File: src/rtl/i2c_master_read_sequencer_if.sv
// Bus bundle between the multi-byte read sequencer, its byte reader, ACK writer,
// the command source and the holding-register consumer.
interface i2c_master_read_sequencer_if;
  localparam int unsigned BYTE_W = 8;

  logic              start;
  logic [BYTE_W-1:0] length;
  logic              rd_go;
  logic              rd_data;
  logic              rd_load;
  logic              rd_finish;
  logic              rd_error;
  logic              ack_go;
  logic              ack_nack;
  logic              ack_finish;
  logic              ack_error;
  logic [BYTE_W-1:0] out_data;
  logic              out_valid;
  logic              out_ready;
  logic              busy;
  logic              done;
  logic              error;
  logic [BYTE_W-1:0] byte_count;

  modport master (
    input  start, length, rd_data, rd_load, rd_finish, rd_error,
           ack_finish, ack_error, out_ready,
    output rd_go, ack_go, ack_nack, out_data, out_valid, busy, done, error,
           byte_count
  );

  modport slave (
    output start, length, rd_data, rd_load, rd_finish, rd_error,
           ack_finish, ack_error, out_ready,
    input  rd_go, ack_go, ack_nack, out_data, out_valid, busy, done, error,
           byte_count
  );
endinterface

File: src/rtl/i2c_master_read_sequencer.sv
// Multi-byte I2C read sequencer: assembles bytes from the byte reader, ACKs all
// but the last byte, and parks between bytes while the holding register is full.
module i2c_master_read_sequencer (
  input  logic                           clock,
  input  logic                           reset_n,
  i2c_master_read_sequencer_if.master    bus
);
  localparam int unsigned BYTE_W = 8;

  typedef enum logic [2:0] {
    S_IDLE = 3'd0,
    S_READ = 3'd1,
    S_ACK  = 3'd2,
    S_WAIT = 3'd3,
    S_ERR  = 3'd4
  } state_t;

  state_t            state_q, state_d;
  logic [BYTE_W-1:0] shift_q, shift_d;
  logic [BYTE_W-1:0] remaining_q, remaining_d;
  logic [BYTE_W-1:0] count_q, count_d;
  logic [BYTE_W-1:0] data_q, data_d;
  logic              valid_q, valid_d;
  logic              rd_go_q, rd_go_d;
  logic              ack_go_q, ack_go_d;
  logic              nack_q, nack_d;
  logic              busy_q, busy_d;
  logic              done_q, done_d;
  logic              error_q, error_d;

  always_ff @(posedge clock or negedge reset_n) begin
    if (!reset_n) begin
      state_q     <= S_IDLE;
      shift_q     <= '0;
      remaining_q <= '0;
      count_q     <= '0;
      data_q      <= '0;
      valid_q     <= 1'b0;
      rd_go_q     <= 1'b0;
      ack_go_q    <= 1'b0;
      nack_q      <= 1'b0;
      busy_q      <= 1'b0;
      done_q      <= 1'b0;
      error_q     <= 1'b0;
    end else begin
      state_q     <= state_d;
      shift_q     <= shift_d;
      remaining_q <= remaining_d;
      count_q     <= count_d;
      data_q      <= data_d;
      valid_q     <= valid_d;
      rd_go_q     <= rd_go_d;
      ack_go_q    <= ack_go_d;
      nack_q      <= nack_d;
      busy_q      <= busy_d;
      done_q      <= done_d;
      error_q     <= error_d;
    end
  end

  always_comb begin
    state_d     = state_q;
    shift_d     = shift_q;
    remaining_d = remaining_q;
    count_d     = count_q;
    data_d      = data_q;
    valid_d     = valid_q && !bus.out_ready;
    done_d      = 1'b0;
    error_d     = 1'b0;

    unique case (state_q)
      S_IDLE: begin
        if (bus.start) begin
          if (bus.length != '0) begin
            state_d     = S_READ;
            remaining_d = bus.length;
            count_d     = '0;
            shift_d     = '0;
          end else begin
            done_d = 1'b1;
          end
        end
      end
      S_READ: begin
        // Error wins over a coincident finish; the partial byte is dropped.
        if (bus.rd_error) begin
          state_d = S_ERR;
        end else if (bus.rd_finish) begin
          shift_d     = {shift_q[BYTE_W-2:0], bus.rd_data};
          data_d      = {shift_q[BYTE_W-2:0], bus.rd_data};
          valid_d     = 1'b1;
          count_d     = BYTE_W'(count_q + BYTE_W'(1));
          remaining_d = BYTE_W'(remaining_q - BYTE_W'(1));
          state_d     = S_ACK;
        end else if (bus.rd_load) begin
          shift_d = {shift_q[BYTE_W-2:0], bus.rd_data};
        end
      end
      S_ACK: begin
        if (bus.ack_error) begin
          state_d = S_ERR;
        end else if (bus.ack_finish) begin
          if (remaining_q == '0) begin
            state_d = S_IDLE;
            done_d  = 1'b1;
          end else begin
            shift_d = '0;
            state_d = valid_d ? S_WAIT : S_READ;
          end
        end
      end
      S_WAIT: begin
        if (!valid_q) state_d = S_READ;
      end
      S_ERR: begin
        state_d = S_IDLE;
        error_d = 1'b1;
      end
      default: state_d = S_IDLE;
    endcase
  end

  // Strobes are registered copies of the next-state decode.
  always_comb begin
    rd_go_d  = (state_d == S_READ);
    ack_go_d = (state_d == S_ACK);
    nack_d   = (state_d == S_ACK) && (remaining_d == '0);
    busy_d   = (state_d != S_IDLE);
  end

  assign bus.rd_go      = rd_go_q;
  assign bus.ack_go     = ack_go_q;
  assign bus.ack_nack   = nack_q;
  assign bus.out_data   = data_q;
  assign bus.out_valid  = valid_q;
  assign bus.busy       = busy_q;
  assign bus.done       = done_q;
  assign bus.error      = error_q;
  assign bus.byte_count = count_q;
endmodule
File: src/flat_wrapper.sv
// flat-port wrapper written by rule: the top's interface ports become plain ports
module i2c_master_read_sequencer_flat 
  (clock, reset_n, bus_start, bus_length, bus_rd_data, bus_rd_load, bus_rd_finish, bus_rd_error, bus_ack_finish, bus_ack_error, bus_out_ready, bus_rd_go, bus_ack_go, bus_ack_nack, bus_out_data, bus_out_valid, bus_busy, bus_done, bus_error, bus_byte_count);
  i2c_master_read_sequencer_if bus_i ();
  input  logic clock;
  input  logic reset_n;
  input wire logic [$bits(bus_i.start)-1:0] bus_start;
  input wire logic [$bits(bus_i.length)-1:0] bus_length;
  input wire logic [$bits(bus_i.rd_data)-1:0] bus_rd_data;
  input wire logic [$bits(bus_i.rd_load)-1:0] bus_rd_load;
  input wire logic [$bits(bus_i.rd_finish)-1:0] bus_rd_finish;
  input wire logic [$bits(bus_i.rd_error)-1:0] bus_rd_error;
  input wire logic [$bits(bus_i.ack_finish)-1:0] bus_ack_finish;
  input wire logic [$bits(bus_i.ack_error)-1:0] bus_ack_error;
  input wire logic [$bits(bus_i.out_ready)-1:0] bus_out_ready;
  output wire logic [$bits(bus_i.rd_go)-1:0] bus_rd_go;
  output wire logic [$bits(bus_i.ack_go)-1:0] bus_ack_go;
  output wire logic [$bits(bus_i.ack_nack)-1:0] bus_ack_nack;
  output wire logic [$bits(bus_i.out_data)-1:0] bus_out_data;
  output wire logic [$bits(bus_i.out_valid)-1:0] bus_out_valid;
  output wire logic [$bits(bus_i.busy)-1:0] bus_busy;
  output wire logic [$bits(bus_i.done)-1:0] bus_done;
  output wire logic [$bits(bus_i.error)-1:0] bus_error;
  output wire logic [$bits(bus_i.byte_count)-1:0] bus_byte_count;
  assign bus_i.start = bus_start;
  assign bus_i.length = bus_length;
  assign bus_i.rd_data = bus_rd_data;
  assign bus_i.rd_load = bus_rd_load;
  assign bus_i.rd_finish = bus_rd_finish;
  assign bus_i.rd_error = bus_rd_error;
  assign bus_i.ack_finish = bus_ack_finish;
  assign bus_i.ack_error = bus_ack_error;
  assign bus_i.out_ready = bus_out_ready;
  assign bus_rd_go = bus_i.rd_go;
  assign bus_ack_go = bus_i.ack_go;
  assign bus_ack_nack = bus_i.ack_nack;
  assign bus_out_data = bus_i.out_data;
  assign bus_out_valid = bus_i.out_valid;
  assign bus_busy = bus_i.busy;
  assign bus_done = bus_i.done;
  assign bus_error = bus_i.error;
  assign bus_byte_count = bus_i.byte_count;
  i2c_master_read_sequencer u_core (.clock(clock), .reset_n(reset_n), .bus(bus_i));
endmodule
File: config.mk
export PLATFORM = sky130hd
export DESIGN_NAME = i2c_master_read_sequencer_flat
export DESIGN_NICKNAME = d
export VERILOG_FILES = /design/src/rtl/i2c_master_read_sequencer_if.sv /design/src/rtl/i2c_master_read_sequencer.sv /design/src/flat_wrapper.sv
export SDC_FILE = /design/constraint.sdc
export NUM_CORES = 1
export LEC_CHECK = 0
export BUFFER_PORTS_ARGS = -buffer_cell sky130_fd_sc_hd__buf_2
export CAP_MARGIN = 15
export CORE_MARGIN = 2
export CORE_UTILIZATION = 40
export CTS_CLUSTER_DIAMETER = 120
export DETAILED_ROUTE_END_ITERATION = 8
export GPL_TIMING_DRIVEN = 0
export SLEW_MARGIN = 25
export SYNTH_ARGS = -nofsm -noshare
export SYNTH_HDL_FRONTEND = slang
export SYNTH_SLANG_ARGS = --single-unit
File: constraint.sdc
create_clock -name clock -period 5.08 [get_ports clock]
set_clock_uncertainty 0.1 [all_clocks]
set_input_delay 0.508 -clock clock [delete_from_list [all_inputs] [get_ports clock]]
set_output_delay 0.508 -clock clock [all_outputs]
set_load 0.02 [all_outputs]
== Word level (Yosys, flattened, before mapping) ==
Cells that the tools add are included.
Storage, ports and cells
  memory bits (read-only): 0
  input bits: 18
  latch bits: 0
  logic and storage cells: 79
  output and inout bits: 23
  memory bits (writable): 0
  register bits: 41
  memories kept: 0
Operators by class
  add/sub/neg operators: 2
  shift-type cells: 0
  divide/modulo/power cells: 0
  mux-type cells: 37
  equality and inequality tests: 14
  reduce and logical (&&, ||, !) cells: 13
  multipliers: 0
  magnitude comparators: 0
  bitwise logic cells: 1
Operator list (number)
  $mux 8: 8
  $mux 7: 6
  $pmux 8 s2: 2
  $mux 3: 8
  $pmux 7 s3: 1
  $logic_not 8->1: 2
  $ne 2x2->1 const B: 6
  $pmux 3 s4: 1
  $eq 3x2->1 const B: 3
  $mux 1: 9
  $add 8x1->8 const B: 1
  $reduce_and 8->1: 1
  $reduce_bool 8->1: 1
  $sub 8x1->8 const B: 1
  $eq 3x1->1 const B: 2
  $reduce_bool 3->1: 2
  $reduce_and 5->1: 1
  $eq 3x3->1 const B: 1
  $logic_not 3->1: 1
  $ne 3x3->1 const B: 1
  $reduce_and 3->1: 1
  $logic_and 1x1->1: 2
  $mux 2: 1
  $ne 2x1->1 const B: 1
  4 further kinds: 4

== Longest topological paths before layout ==
  depth in word-level cells: 9
  mapped depth: 9

== Worst setup path before layout ==
Ideal clock, no wire load.
  path type: reg2reg
  start: register u_core.remaining_q[0]
  end: register u_core.nack_q, in the netlist u_core.bus.ack_nack
  arrival time: 2.708 ns
  slack: 2.177 ns
  buffers on the path: 0
  cell stages (with the launch flop): 9
  cells stage by stage: dfrtp_1 -> inv_1 -> ha_1 -> or4b_4 -> or4_4 -> a311o_2 -> a21oi_2 -> or4b_1 -> nor4_2
On the way
  longest elaborated chain between the ends: 7
  elaborated cells on any way between the ends: 14
  classes of those cells: add/sub (1); eq/ne (1); mux (9); reduce/logical (3)
RTL lines
  start: declaration: line i2c_master_read_sequencer.sv:20  | logic [BYTE_W-1:0] remaining_q, remaining_d;
  start signal: assignment: line i2c_master_read_sequencer.sv:48  | remaining_q <= remaining_d;
  $logic_not 8->1: line i2c_master_read_sequencer.sv:103  | if (remaining_q == '0) begin
  $mux 3: line i2c_master_read_sequencer.sv:103
  $mux 3: line i2c_master_read_sequencer.sv:102  | end else if (bus.ack_finish) begin
  $mux 3: line i2c_master_read_sequencer.sv:100  | if (bus.ack_error) begin
  $pmux 3 s4: line i2c_master_read_sequencer.sv:71  | unique case (state_q)
  named net u_core.state_d[0]: line i2c_master_read_sequencer.sv:18  | state_t state_q, state_d;
  $eq 3x2->1: line i2c_master_read_sequencer.sv:127  | nack_d = (state_d == S_ACK) && (remaining_d == '0);
  $logic_and 1x1->1: line i2c_master_read_sequencer.sv:127
  named net u_core.nack_d: line i2c_master_read_sequencer.sv:26  | logic nack_q, nack_d;
  end signal: assignment: line i2c_master_read_sequencer.sv:54  | nack_q <= nack_d;
  end: declaration: line i2c_master_read_sequencer.sv:26
The timed path passes the listed nets, and every way through them passes these cells.
A chain may end at the register's enable or synchronous reset.

== Worst setup path after layout ==
Same ends and word-level chain as after synthesis.

==> impl_metrics.py <==
metrics = {
    "routing": {
        "drt_iter0_drc": 123,
        "routedWlPerCell_um": 13.9,
        "viasPerCell": 5.18,
        "via_count": 1719,
        "wl_mm": 4.62,
        "antenna_left": 0,
        "drc": 0,
        "dr.pass1.iters": 4,
    },
    "placed_design": {
        "dp_hpwl_mm": 3.35,
        "dp_slack_ps": 1970,
        "gp_congestion": 0.837,
        "io_buffers": 40,
        "place_area_sq_um": 2290,
    },
    "setup_path": {
        "cp-start-kind": "register",
        "cp_max_fo": 5,
        "startpoint": "u_core.remaining_q[0]",
        "regToRegStartpoint": "u_core.remaining_q[0]",
        "worstPathRequired_ps": 5190,
        "rr_worst_depth": 8,
        "critPathCapture": "u_core.bus.ack_nack",
        "crit_type": "register to register",
        "worstPathArrival_ps": 3240,
        "reg2reg_to": "u_core.bus.ack_nack",
        "r2r_slack_ps": 1950,
        "cp-end-kind": "register",
    },
    "yosys": {
        "synth_nets": 237,
        "avgSynthCellArea_sq_um": 9.25,
        "ys_warn_count": 0,
        "async_reset_ff_frac": 1.00,
        "synth_top_area_cell": "dfrtp_1",
        "synth.top_cell.area_share": 0.511,
        "ys.flop_type": "dfrtp_1",
        "ys_ff_latch": 41,
        "netlist_top_cells_area": "dfrtp_1, nand2_1, o21ai_0",
        "synth_cells": 217,
        "yosys.cell_types.count": 50,
        "netlist_area_sq_um": 2010,
        "synth_common_cells": "nand2_1, dfrtp_1, o21ai_0",
        "synth-edff-count": 0,
        "ys_seq_area_frac": 0.511,
        "synth.most_common_cell": "nand2_1",
    },
    "status": {
        "status": "finished, final reports clean",
    },
    "pwr": {
        "p_int_mw": 0.723,
        "pwr-share-seq": 0.387,
        "ir_drop_uv": 232,
        "swShare": 0.394,
        "power_density_nw_per_um2": 494,
        "p_leak_nw": 1.18,
        "power.switching_mw": 0.471,
        "p_comb_frac": 0.382,
        "pwr-share-clk": 0.231,
    },
    "sta": {
        "relSlewSlack": 0.453,
        "setup_violations": 0,
        "max_slew.worst_pin.slew_ps": 819,
        "finalHoldViolations": 0,
        "min_period_over_period": 0.616,
        "final_max_slew_viol_count": 0,
        "rsz0062_at_grt": "no",
        "tns_ps": 0,
        "setup_slack_ps": 1950,
        "max_freq_mhz": 320,
        "period_needed_ps": 3130,
    },
    "floorplanning": {
        "start_util": 0.420,
        "dieArea_sq_um": 5600,
        "die_h_um": 74.9,
        "core-area_sq_um": 4790,
        "ios": 41,
        "die_w_um": 74.9,
        "fp-row-count": 25,
    },
    "clock_tree": {
        "clock_path_buffers": 2,
        "cts_tree": "built",
        "cts_buffers": 5,
        "clk-insertion-delay-late_ps": 300,
        "post_cts_buffers": 0,
        "cts-root-buf": "clkbuf_8",
        "cts_sinks": 41,
        "holdBufCountCts": 0,
        "postCtsResizedCells": 0,
        "htree_levels": 2,
        "clk_pin_slew_ps": 90,
    },
    "global_routing": {
        "grt_pass1_vias": 1668,
        "grt_pass1_wl_mm": 7.71,
        "grt_usage": 0.185,
        "antenna_found_initial": 0,
        "grt_max_degree": 42,
        "grt-ovfl-total": 0,
    },
    "flow_run": {
        "cap_violations": 0,
    },
    "finish": {
        "drive_gt1_frac": 0.234,
        "diodes": 0,
        "syn2layout_area_growth_pct": 20.2,
        "final_util": 0.505,
        "final_nets": 284,
        "postLayoutCellArea_sq_um": 2410,
    },
    "hold_path": {
        "hp-class": "primary input to asynchronous set/reset pin",
    },
}
## cell families after synthesis
kind of cell	count (synthesis)	share of synthesized area
AO/OA/AOI/OAI	38	0.127
XOR/XNOR	7	0.0305
adder cells (fa/ha/maj)	2	0.0125
buffers and inverters	13	0.0249
flip-flops	41	0.511
multiplexers	2	0.00997
AND/OR/NAND/NOR	114	0.284
## cell usage in the layout (no fill, tap or decap), drive strengths merged, types with 3 or more instances in the layout
cell    Yosys  routed
xor2        7       7
clkbuf      8      14
nor2b       3       3
buf         1      41
inv         4       4
nor3        4       4
or3         3       3
nand2      59      59
nand4       3       3
o21ai      13      13
dfrtp      41      41
nor3b       3       3
nand3       8       8
nor2       11      11
nor4        5       5
a21oi       7       7
## critical path, cell delays in order, from the launching register on
cell     delay (ps)
dfrtp_1         430
inv_1            80
ha_1            200
or4b_4          510
or4_4           430
a311o_2         460
a21oi_2         100
or4b_1          460
nor4_2          260
## how the worst min path moves through the flow
stage	to	slack, ps	start
2_1_floorplan	u_core.bus.ack_go	110	reset_n
3_3_place_gp	u_core.bus.out_data[7]	350	u_core.shift_q[6]
3_5_place_dp	u_core.bus.out_data[3]	360	u_core.bus.out_data[3]
4_1_cts	u_core.bus.byte_count[2]	270	reset_n
5_1_grt	u_core.bus.byte_count[2]	120	reset_n
6_report	u_core.bus.byte_count[1]	70	reset_n
## power by group through the flow
stage          clock (mW)  combinational (mW)  sequential (mW)
3_3_place_gp            0               0.448            0.467
2_1_floorplan           0               0.287            0.495
5_1_grt             0.299               0.512            0.475
6_report            0.276               0.456            0.462
4_1_cts             0.282               0.458            0.462
3_5_place_dp            0               0.457            0.468
## layer usage
layer  global-route usage  vias up  share of wire
met5                    0        -              0
met4               0.0595        0          0.013
met3               0.0455        6          0.045
met2                0.288       35           0.47
met1                0.256      830           0.47
li1                     -      848              -
## state kept, by name, summed over array words and instances (netlist names)
| register | count |
|---|---|
| u_core.state_q | 3 |
| u_core.bus.ack_nack | 1 |
| u_core.bus.done | 1 |
| u_core.bus.out_valid | 1 |
| u_core.remaining_q | 8 |
| u_core.shift_q | 7 |
| u_core.bus.error | 1 |
| u_core.bus.busy | 1 |
| u_core.bus.byte_count | 8 |
| u_core.bus.out_data | 8 |
| u_core.bus.ack_go | 1 |
| u_core.bus.rd_go | 1 |
## layout make-up
type / count / area (sq um)
Inverter: 4 / 15.0
Timing Repair Buffer: 40 / 203
Clock buffer: 6 / 82.6
Clock inverter: 2 / 37.5
Multi-Input combinational cell: 163 / 932
Fill cell: 481 / 2370
Sequential cell: 41 / 1030
Tap cell: 67 / 83.8
Buffer: 9 / 35.0
## per-stage QoR
| stage | cells | power, mW | hold WS (ps) |
|---|---|---|---|
| 2_1_floorplan | 217 | 0.782 | 112 |
| 3_3_place_gp | 324 | 0.915 | 353 |
| 3_5_place_dp | 324 | 0.925 | 358 |
| 4_1_cts | 332 | 1.20 | 273 |
| 5_1_grt | 332 | 1.29 | 116 |
| 6_report | 332 | 1.19 | 74.2 |
Note: power is estimated with default switching activity, not from simulation.
